--- config.mk ---
export PLATFORM = sky130hd
export DESIGN_NAME = bus_sync_deglitch
export DESIGN_NICKNAME = d
export VERILOG_FILES = /design/src/rtl/pcie_sync_pkg.sv /design/src/rtl/sync_bit_rst.sv /design/src/rtl/bus_sync_deglitch.sv
export SDC_FILE = /design/constraint.sdc
export NUM_CORES = 1
export LEC_CHECK = 0
export ABC_AREA = 1
export BUFFER_PORTS_ARGS = -buffer_cell sky130_fd_sc_hd__buf_2
export CAP_MARGIN = 20
export CORE_MARGIN = 2
export CORE_UTILIZATION = 53
export DETAILED_ROUTE_END_ITERATION = 12
export PLACE_DENSITY_LB_ADDON = 0.1
export SYNTH_ARGS = -nofsm -noshare
export SYNTH_HDL_FRONTEND = slang
export SYNTH_SLANG_ARGS = --single-unit
--- constraint.sdc ---
create_clock -name clk -period 1.5 [get_ports clk]
set_input_delay 0.3 -clock clk [delete_from_list [all_inputs] [get_ports clk]]
set_output_delay 0.3 -clock clk [all_outputs]
set_load 0.02 [all_outputs]
--- src/rtl/pcie_sync_pkg.sv ---
// Shared helpers for the PCIe sync library: counter sizing and elaboration-time
// parameter legality checks used by the synchronizer blocks.
package pcie_sync_pkg;

    localparam int MIN_SYNC_STAGES  = 2;
    localparam int MIN_STABLE_COUNT = 1;
    localparam int MIN_BUS_WIDTH    = 1;

    // Width of a counter that must hold every value 0..stblcnt inclusive.
    function automatic int cnt_width(input int stblcnt);
        return (stblcnt < 1) ? 1 : $clog2(stblcnt + 1);
    endfunction

    function automatic bit param_at_least(input int val, input int min_val);
        return val >= min_val;
    endfunction

endpackage

--- src/rtl/sync_bit_rst.sv ---
// Single-bit multi-flop level synchronizer with a synchronous active-low reset
// that loads a caller-supplied reset value into every stage.
module sync_bit_rst #(
    parameter int NUMSTGS = 2
) (
    input  logic clk,
    input  logic rst_n,
    input  logic rst_val_i,
    input  logic d_i,
    output logic q_o
);

    logic [NUMSTGS-1:0] chain_q;

    always_ff @(posedge clk) begin
        if (!rst_n) begin
            chain_q <= {NUMSTGS{rst_val_i}};
        end else begin
            chain_q <= {chain_q[NUMSTGS-2:0], d_i};
        end
    end

    assign q_o = chain_q[NUMSTGS-1];

endmodule

--- src/rtl/bus_sync_deglitch.sv ---
// Multi-bit level synchronizer that only commits the synchronized bus after it
// has held one value for STBLCNT consecutive cycles, filtering skew and glitches.
module bus_sync_deglitch
    import pcie_sync_pkg::*;
#(
    parameter int                 NUMSTGS = 2,
    parameter int                 DATAWTH = 8,
    parameter int                 STBLCNT = 3,
    parameter logic [DATAWTH-1:0] RSTVAL  = '0
) (
    input  logic               clk,
    input  logic               rst_n,
    input  logic [DATAWTH-1:0] data_in,
    output logic [DATAWTH-1:0] data_out,
    output logic               data_vld,
    output logic               chg_pulse,
    output logic               unstable
);

    localparam int               CNT_W   = cnt_width(STBLCNT);
    localparam logic [CNT_W-1:0] CNT_MAX = CNT_W'(STBLCNT);
    localparam logic [CNT_W-1:0] CNT_ONE = CNT_W'(1);

    if (!param_at_least(NUMSTGS, MIN_SYNC_STAGES)) begin : g_bad_numstgs
        $error("bus_sync_deglitch: NUMSTGS must be at least 2");
    end
    if (!param_at_least(STBLCNT, MIN_STABLE_COUNT)) begin : g_bad_stblcnt
        $error("bus_sync_deglitch: STBLCNT must be at least 1");
    end
    if (!param_at_least(DATAWTH, MIN_BUS_WIDTH)) begin : g_bad_datawth
        $error("bus_sync_deglitch: DATAWTH must be at least 1");
    end

    logic [DATAWTH-1:0] sync_s;

    // Bits are synchronized independently; the qualifier below absorbs any skew.
    for (genvar gi = 0; gi < DATAWTH; gi++) begin : g_sync
        sync_bit_rst #(
            .NUMSTGS (NUMSTGS)
        ) u_sync_bit (
            .clk       (clk),
            .rst_n     (rst_n),
            .rst_val_i (RSTVAL[gi]),
            .d_i       (data_in[gi]),
            .q_o       (sync_s[gi])
        );
    end

    logic [DATAWTH-1:0] cand_q, cand_d;
    logic [CNT_W-1:0]   cnt_q, cnt_d;
    logic [DATAWTH-1:0] dout_q, dout_d;
    logic               vld_q, vld_d;
    logic               chg_q, chg_d;

    always_comb begin
        cand_d = cand_q;
        cnt_d  = cnt_q;
        dout_d = dout_q;
        vld_d  = vld_q;
        chg_d  = 1'b0;

        if (sync_s != cand_q) begin
            cand_d = sync_s;
            cnt_d  = '0;
        end else if (cnt_q != CNT_MAX) begin
            cnt_d = cnt_q + CNT_ONE;
        end

        // A saturated counter re-commits every cycle; the pulse fires only on a real change.
        if (cnt_q == CNT_MAX) begin
            dout_d = cand_q;
            vld_d  = 1'b1;
            chg_d  = (cand_q != dout_q);
        end
    end

    always_ff @(posedge clk) begin
        if (!rst_n) begin
            cand_q <= RSTVAL;
            cnt_q  <= '0;
            dout_q <= RSTVAL;
            vld_q  <= 1'b0;
            chg_q  <= 1'b0;
        end else begin
            cand_q <= cand_d;
            cnt_q  <= cnt_d;
            dout_q <= dout_d;
            vld_q  <= vld_d;
            chg_q  <= chg_d;
        end
    end

    assign data_out  = dout_q;
    assign data_vld  = vld_q;
    assign chg_pulse = chg_q;
    assign unstable  = (cnt_q != CNT_MAX);

endmodule

==> Implementation_results.wiki, run 1 <==
{| class="wikitable"
! Metric !! Value
|-
| Final net count || 197
|-
| Pwr per Cell Area || 1057 nW/um^2
|-
| Max FO, Critical Path || 6
|-
| Final weighted congestion in routability-driven placement || 0.7685
|-
| Count leader, synth || nand2_1
|-
| Yosys warning count || 0
|-
| Post-DP HPWL || around 1400 um
|-
| Final Instance Count excl. Fillers || 214
|-
| Dpl cells || between 200 and 250
|-
| Gate Count Post-Synth || 162
|-
| Post-synthesis register bit count || 36
|-
| Vertical extent of the die || around 54 um
|-
| Final number of hold-violating endpoints || 0
|-
| Max-slew violation total from the final report || 0
|-
| Std-Cell Core Area || 2276 um^2
|-
| DRC violation count after routing || 0
|-
| Least setup slack across all paths after layout || 60.78 ps
|-
| Number of buffers inserted for hold repair after clock tree synthesis || 0
|-
| Kind of start point of the critical path || flip-flop
|-
| Antenna diodes || 0
|-
| WL per Instance || 9.369 um
|-
| Wire length of the first global-routing pass || 3408 um
|-
| Number of flops mapped to enable cells by yosys || 0
|-
| Async set-or-reset flop fraction in the synthesized netlist || 0
|-
| CP endpoint kind || output pin
|-
| Number of placement rows || 17
|-
| Iter 0 DRT Violations || 11
|-
| Pin count of the biggest net entering global routing || 29
|-
| Min-delay worst type || in2reg
|-
| Total number of clock tree sinks || 36
|-
| Clock tree from TritonCTS || built
|-
| Library cells used by synthesis || 13
|-
| Vias in the first global route || ~900
|-
| Area enclosed by the die boundary || 2875 um^2
|-
| Final setup violation count || 0
|-
| Antenna violations before repair || 0
|-
| Final total power || around 1600 uW
|-
| Clk_skew || 0.5436 ps
|-
| Global Route Usage Sum || 0.1683
|-
| Required time of the worst setup path || 1200 ps
|-
| Critical Path AT || 1140 ps
|-
| Starting Density || 0.5734
|-
| Number of buffers inserted during clock tree synthesis || 5
|-
| Shortest clock period the worst path allows after layout || 1439 ps
|-
| Final worst-path cycle share || 0.9595
|-
| Setup TNS after final layout || 0 ps
|-
| Relative slew slack || 0.6806
|-
| Worst Tran Pin Value || 479.1 ps
|-
| Min Hold Slack || 147.5 ps
|-
| Clock root cell || clkbuf_4
|-
| Predominant post-synthesis flop cell || dfxtp_1
|-
| Routed via count || roughly 950
|-
| Total congestion overflow after global routing || 0
|-
| Clock insertion delay at the later pin of the skew report || about 320 ps
|-
| Total wire length after detailed routing || 2005 um
|-
| Max Fclk || 694.8 MHz
|-
| I/O pin count || 21
|-
| Register-to-Register Path Depth || 4
|-
| Share of final-layout standard cells stronger than drive strength 1 || 0.1613
|-
| Yosys top cell area share || 0.5523
|-
| Post-Syn Nets || 173
|-
| Most frequent cells after synthesis || 42 x nand2_1, 36 x dfxtp_1, 31 x inv_1, 20 x nor2_1, 9 x xor2_1
|-
| Top cells by area in the synthesized netlist || dfxtp_1 55%, nand2_1 12%, inv_1 8.9%
|-
| Maximum vdd ir drop || 677.0 uV
|-
| Type of the worst setup path || reg2out
|-
| Antenna Nets Post-Route || 0
|-
| Router iterations before antenna repair || 4
|-
| Die X || 53.62 um
|-
| Share of the yosys chip area belonging to registers || 0.5523
|-
| Level count of the clock H-tree || 2
|-
| Place WS || 341.5 ps
|-
| Run status || complete, no violations
|-
| Worst hold path cell count || 3
|-
| Number of maximum-capacitance constraint violations || 0
|-
| Count of buffers inserted at the top-level ports || 20
|-
| Leading area contributor after synthesis || dfxtp_1
|-
| Lkg Pwr || roughly 0.0009 uW
|-
| Synthesis-to-finish area growth || 13.23%
|-
| Via-per-instance ratio || roughly 4.4
|-
| Synthesized area || 1305 um^2
|-
| Clock Pin Slew Worst Setup and Hold Paths || approximately 100 ps
|-
| CTS Buffer Depth || 2
|-
| Syn_area_per_cell || 8.056 um^2
|}
## stage by stage
stage | instance area, um^2 | utilization
floorplan | 1305 | -
detailed placement | 1425 | 0.6262
global route | 1478 | 0.6493
CTS | 1475 | 0.6482
global placement | 1425 | 0.6262
finish | 1478 | 0.6493
## registers in the layout, summed over array words and instances, names as in the netlist
register                   cells
cnt_q                          2
data_vld                       1
g_sync.u_sync_bit.chain_q     16
chg_pulse                      1
data_out                       8
cand_q                         8
## power by group
group | switching (uW) | internal (uW)
registers | 16.6 | 985
logic | 48.0 | 39.7
clock network | 302 | 171
## per-layer routing
metal  wire length (um)  vias to the layer above  track usage
met5                  0                        -            0
li1                   -                      514            -
met1                913                      404       0.1751
met2                968                       21       0.3004
met4                 29                        0      0.07692
met3                 93                        6      0.06111
## repair_timing
action,CTS,global route
gates resized for setup,1,1
setup buffers,0,0
pin swaps,0,0
endpoints found under the setup margin,1,1
gates cloned,0,0
## cell families (layout without fill, tap and decap cells)
group / count (synthesis) / after routing / share of synthesized area
XOR/XNOR: 14 / 14 / 0.09396
AND/OR/NAND/NOR: 63 / 63 / 0.1822
adder cells (fa/ha/maj): 1 / 1 / 0.009586
AO/OA/AOI/OAI: 11 / 11 / 0.04218
multiplexers: 1 / 1 / 0.007670
flip-flops: 36 / 36 / 0.5523
buffers and inverters: 36 / 60 / 0.1122
## worst max-delay path: stages, from the launching register on
cell	delay [ps]
dfxtp_1	340
ha_1	220
inv_2	110
buf_4	150
## final cells by class
cell class | instances | area, um^2
clock inverter | 2 | 12.51
fill | 213 | 798.3
timing repair buffer | 22 | 117.6
inverter | 31 | 116.4
multi-input combinational | 90 | 437.9
tap | 28 | 35.03
clock buffer | 5 | 37.54
sequential | 36 | 720.7
## layout by cell type (no fill, tap or decap), drive strengths merged
cell	n
xor2	9
mux2i	1
xnor2	5
o21ai	8
buf	22
dfxtp	36
ha	1
clkinv	1
clkinvlp	1
a21oi	3
inv	31
nand3	1
clkbuf	5
nor2	20
nand2	42
## final timing paths
| path | start | endpoint | slack, ps |
|---|---|---|---|
| max | cnt_q[0] | unstable | 60 |
| min | data_in[0] | g_sync[0].u_sync_bit.chain_q[0] | 150 |
| max reg2reg | cnt_q[0] | data_out[2] | 380 |
| min reg2reg | g_sync[7].u_sync_bit.chain_q[0] | g_sync[7].u_sync_bit.chain_q[1] | 420 |
Power figures use the tool's default switching activity.
==> run 2, diff against run 1 <==
CORE_UTILIZATION = 52   (was 53)
==> run 2 against run 1 <==
Compared with the run above: sequential share of layout area decreased by 0.93 points; largest cell class unchanged; clock skew increased by 7.6 ps; highest routed layer unchanged; worst setup slack got worse by 1.0 ps; largest power group unchanged; critical path depth unchanged; design area increased by 1.9%; hold slack got worse by 17 ps.
==> Implementation_results.wiki, run 2 (same netlist as run 1, synthesis figures left out) <==
{| class="wikitable"
! Metric !! Value
|-
| Routed via count || 938
|-
| Maximum vdd ir drop || 806.6 uV
|-
| Std-Cell Core Area || about 2400 um^2
|-
| Vertical extent of the die || 54.10 um
|-
| Clock insertion delay at the later pin of the skew report || 340 ps
|-
| CTS Buffer Depth || 2
|-
| DRC violation count after routing || 0
|-
| Antenna violations before repair || 0
|-
| Max FO, Critical Path || 5
|-
| Clock root cell || clkbuf_4
|-
| Area occupied by multi-input gates || 437.9 um^2
|-
| Register area || about 700 um^2
|-
| Setup TNS after final layout || 0 ps
|-
| Run status || complete, no violations
|-
| Total number of clock tree sinks || 36
|-
| I/O pin count || 21
|-
| Post-DP HPWL || 1375 um
|-
| Relative slew slack || 0.6898
|-
| Global Route Usage Sum || 0.1610
|-
| Final number of hold-violating endpoints || 0
|-
| Number of flip-flops under the largest register name || 16
|-
| Min-delay worst type || in2reg
|-
| Level count of the clock H-tree || 2
|-
| Total wire length after detailed routing || 1973 um
|-
| Register-to-Register Setup Slack || 370 ps
|-
| Antenna Nets Post-Route || 0
|-
| Total congestion overflow after global routing || 0
|-
| Clock tree from TritonCTS || built
|-
| Fillcell total || 227
|-
| Final weighted congestion in routability-driven placement || 0.6991
|-
| Lkg Pwr || 0.0009335 uW
|-
| CP endpoint kind || output pin
|-
| Worst Tran Pin Value || 465.2 ps
|-
| Commonest non-fill, non-tap cell in the layout || nand2_1
|-
| Delay contributed by the slowest stage of the critical path || 340 ps
|-
| Family of cells with the greatest summed delay on the critical path || flip-flops
|-
| Min Hold Slack || 130.3 ps
|-
| Clk_skew || 8.186 ps
|-
| Critical path buffer and inverter count || 2
|-
| Antenna diodes || 0
|-
| Synthesis-to-finish area growth || 15.44%
|-
| Number of placement rows || 18
|-
| Shortest clock period the worst path allows after layout || 1440 ps
|-
| Area enclosed by the die boundary || 2926 um^2
|-
| Count of buffers inserted at the top-level ports || 20
|-
| Pin count of the biggest net entering global routing || 29
|-
| Die X || 54.10 um
|-
| Starting Density || 0.5365
|-
| Kind of start point of the critical path || flip-flop
|-
| Via-per-instance ratio || between 4 and 5
|-
| Number of buffers inserted for hold repair after clock tree synthesis || 0
|-
| Type of the worst setup path || reg2out
|-
| Wire length of the first global-routing pass || around 3100 um
|-
| Max Fclk || between 600 and 700 MHz
|-
| Final net count || 199
|-
| Number of buffers inserted during clock tree synthesis || 5
|-
| Share of final-layout standard cells stronger than drive strength 1 || 0.1746
|-
| Iter 0 DRT Violations || 7
|-
| Max-slew violation total from the final report || 0
|-
| Number of maximum-capacitance constraint violations || 0
|-
| List of cells traversed by the critical path || ha_1 -> inv_2 -> buf_4
|-
| Router iterations before antenna repair || 4
|-
| Largest register by flop count || g_sync.u_sync_bit.chain_q
|-
| WL per Instance || 9.009 um
|-
| Final setup violation count || 0
|-
| Most used cells in the layout excluding fill and tap cells || 42 x nand2_1, 36 x dfxtp_1, 30 x inv_1, 20 x nor2_1, 19 x buf_2
|-
| Clock Pin Slew Worst Setup and Hold Paths || 110 ps
|-
| Unrepaired setup endpoints after global routing || no
|-
| Critical Path AT || about 1100 ps
|-
| Vias in the first global route || 795
|-
| Required time of the worst setup path || 1200 ps
|-
| Final worst-path cycle share || 0.9601
|-
| Cell with the largest stage delay on the worst path || dfxtp_1
|-
| Pwr per Cell Area || approximately 1100 nW/um^2
|}
run 2: changes by cell type in the layout (fill, tap and decap cells not counted), sizes merged:
cell	delta
buf	+2
clkinv	+1
clkinvlp	-1
clkbuf	+1
run 2: worst min-delay path, cell delays in order:
cell	delay (ps)
buf_2	70
nand2_1	40
inv_1	40
run 2: final timing paths:
kind,cells after the start,from,endpoint
min reg2reg,2,g_sync[1].u_sync_bit.chain_q[0],g_sync[1].u_sync_bit.chain_q[1]
max,3,cnt_q[0],unstable
min,3,data_in[6],g_sync[6].u_sync_bit.chain_q[0]
max reg2reg,4,cnt_q[0],cnt_q[1]
run 2: per-stage QoR:
stage          cells  total power (uW)    util  setup slack, ps  area [um^2]
3_5_place_dp     209              1113  0.5869            342.1         1428
2_1_floorplan    162              1088       -            409.1         1305
5_1_grt          219              1696  0.6193            14.18         1506
4_1_cts          217              1646  0.6121            4.450         1489
3_3_place_gp     209              1108  0.5869            372.5         1428
6_report         219              1626  0.6193            59.78         1506
run 2: layer usage:
layer / track usage / part of all wire / vias to the layer above
met5: 0 / 0 / -
met4: 0.07500 / 0.027 / 0
met3: 0.09444 / 0.055 / 7
met2: 0.2602 / 0.43 / 20
met1: 0.1670 / 0.49 / 391
li1: - / - / 520
run 2: cell type report:
cell class	count	area share
sequential	36	0.4784
multi-input combinational	90	0.2907
tap	30	0.02492
clock buffer	6	0.03405
timing repair buffer	24	0.08804
inverter	31	0.07724
clock inverter	2	0.006645
run 2: report_power, final:
group          switching [uW]  total, uW  internal [uW]
logic                    48.2       88.3           40.0
clock network             314        537            223
registers                16.4       1000            985
total                     378       1630           1250
run 2: timing repair:
item,CTS,global route
setup buffers,0,2
gates cloned,0,0
setup endpoints to repair,1,1
resized for setup,1,1
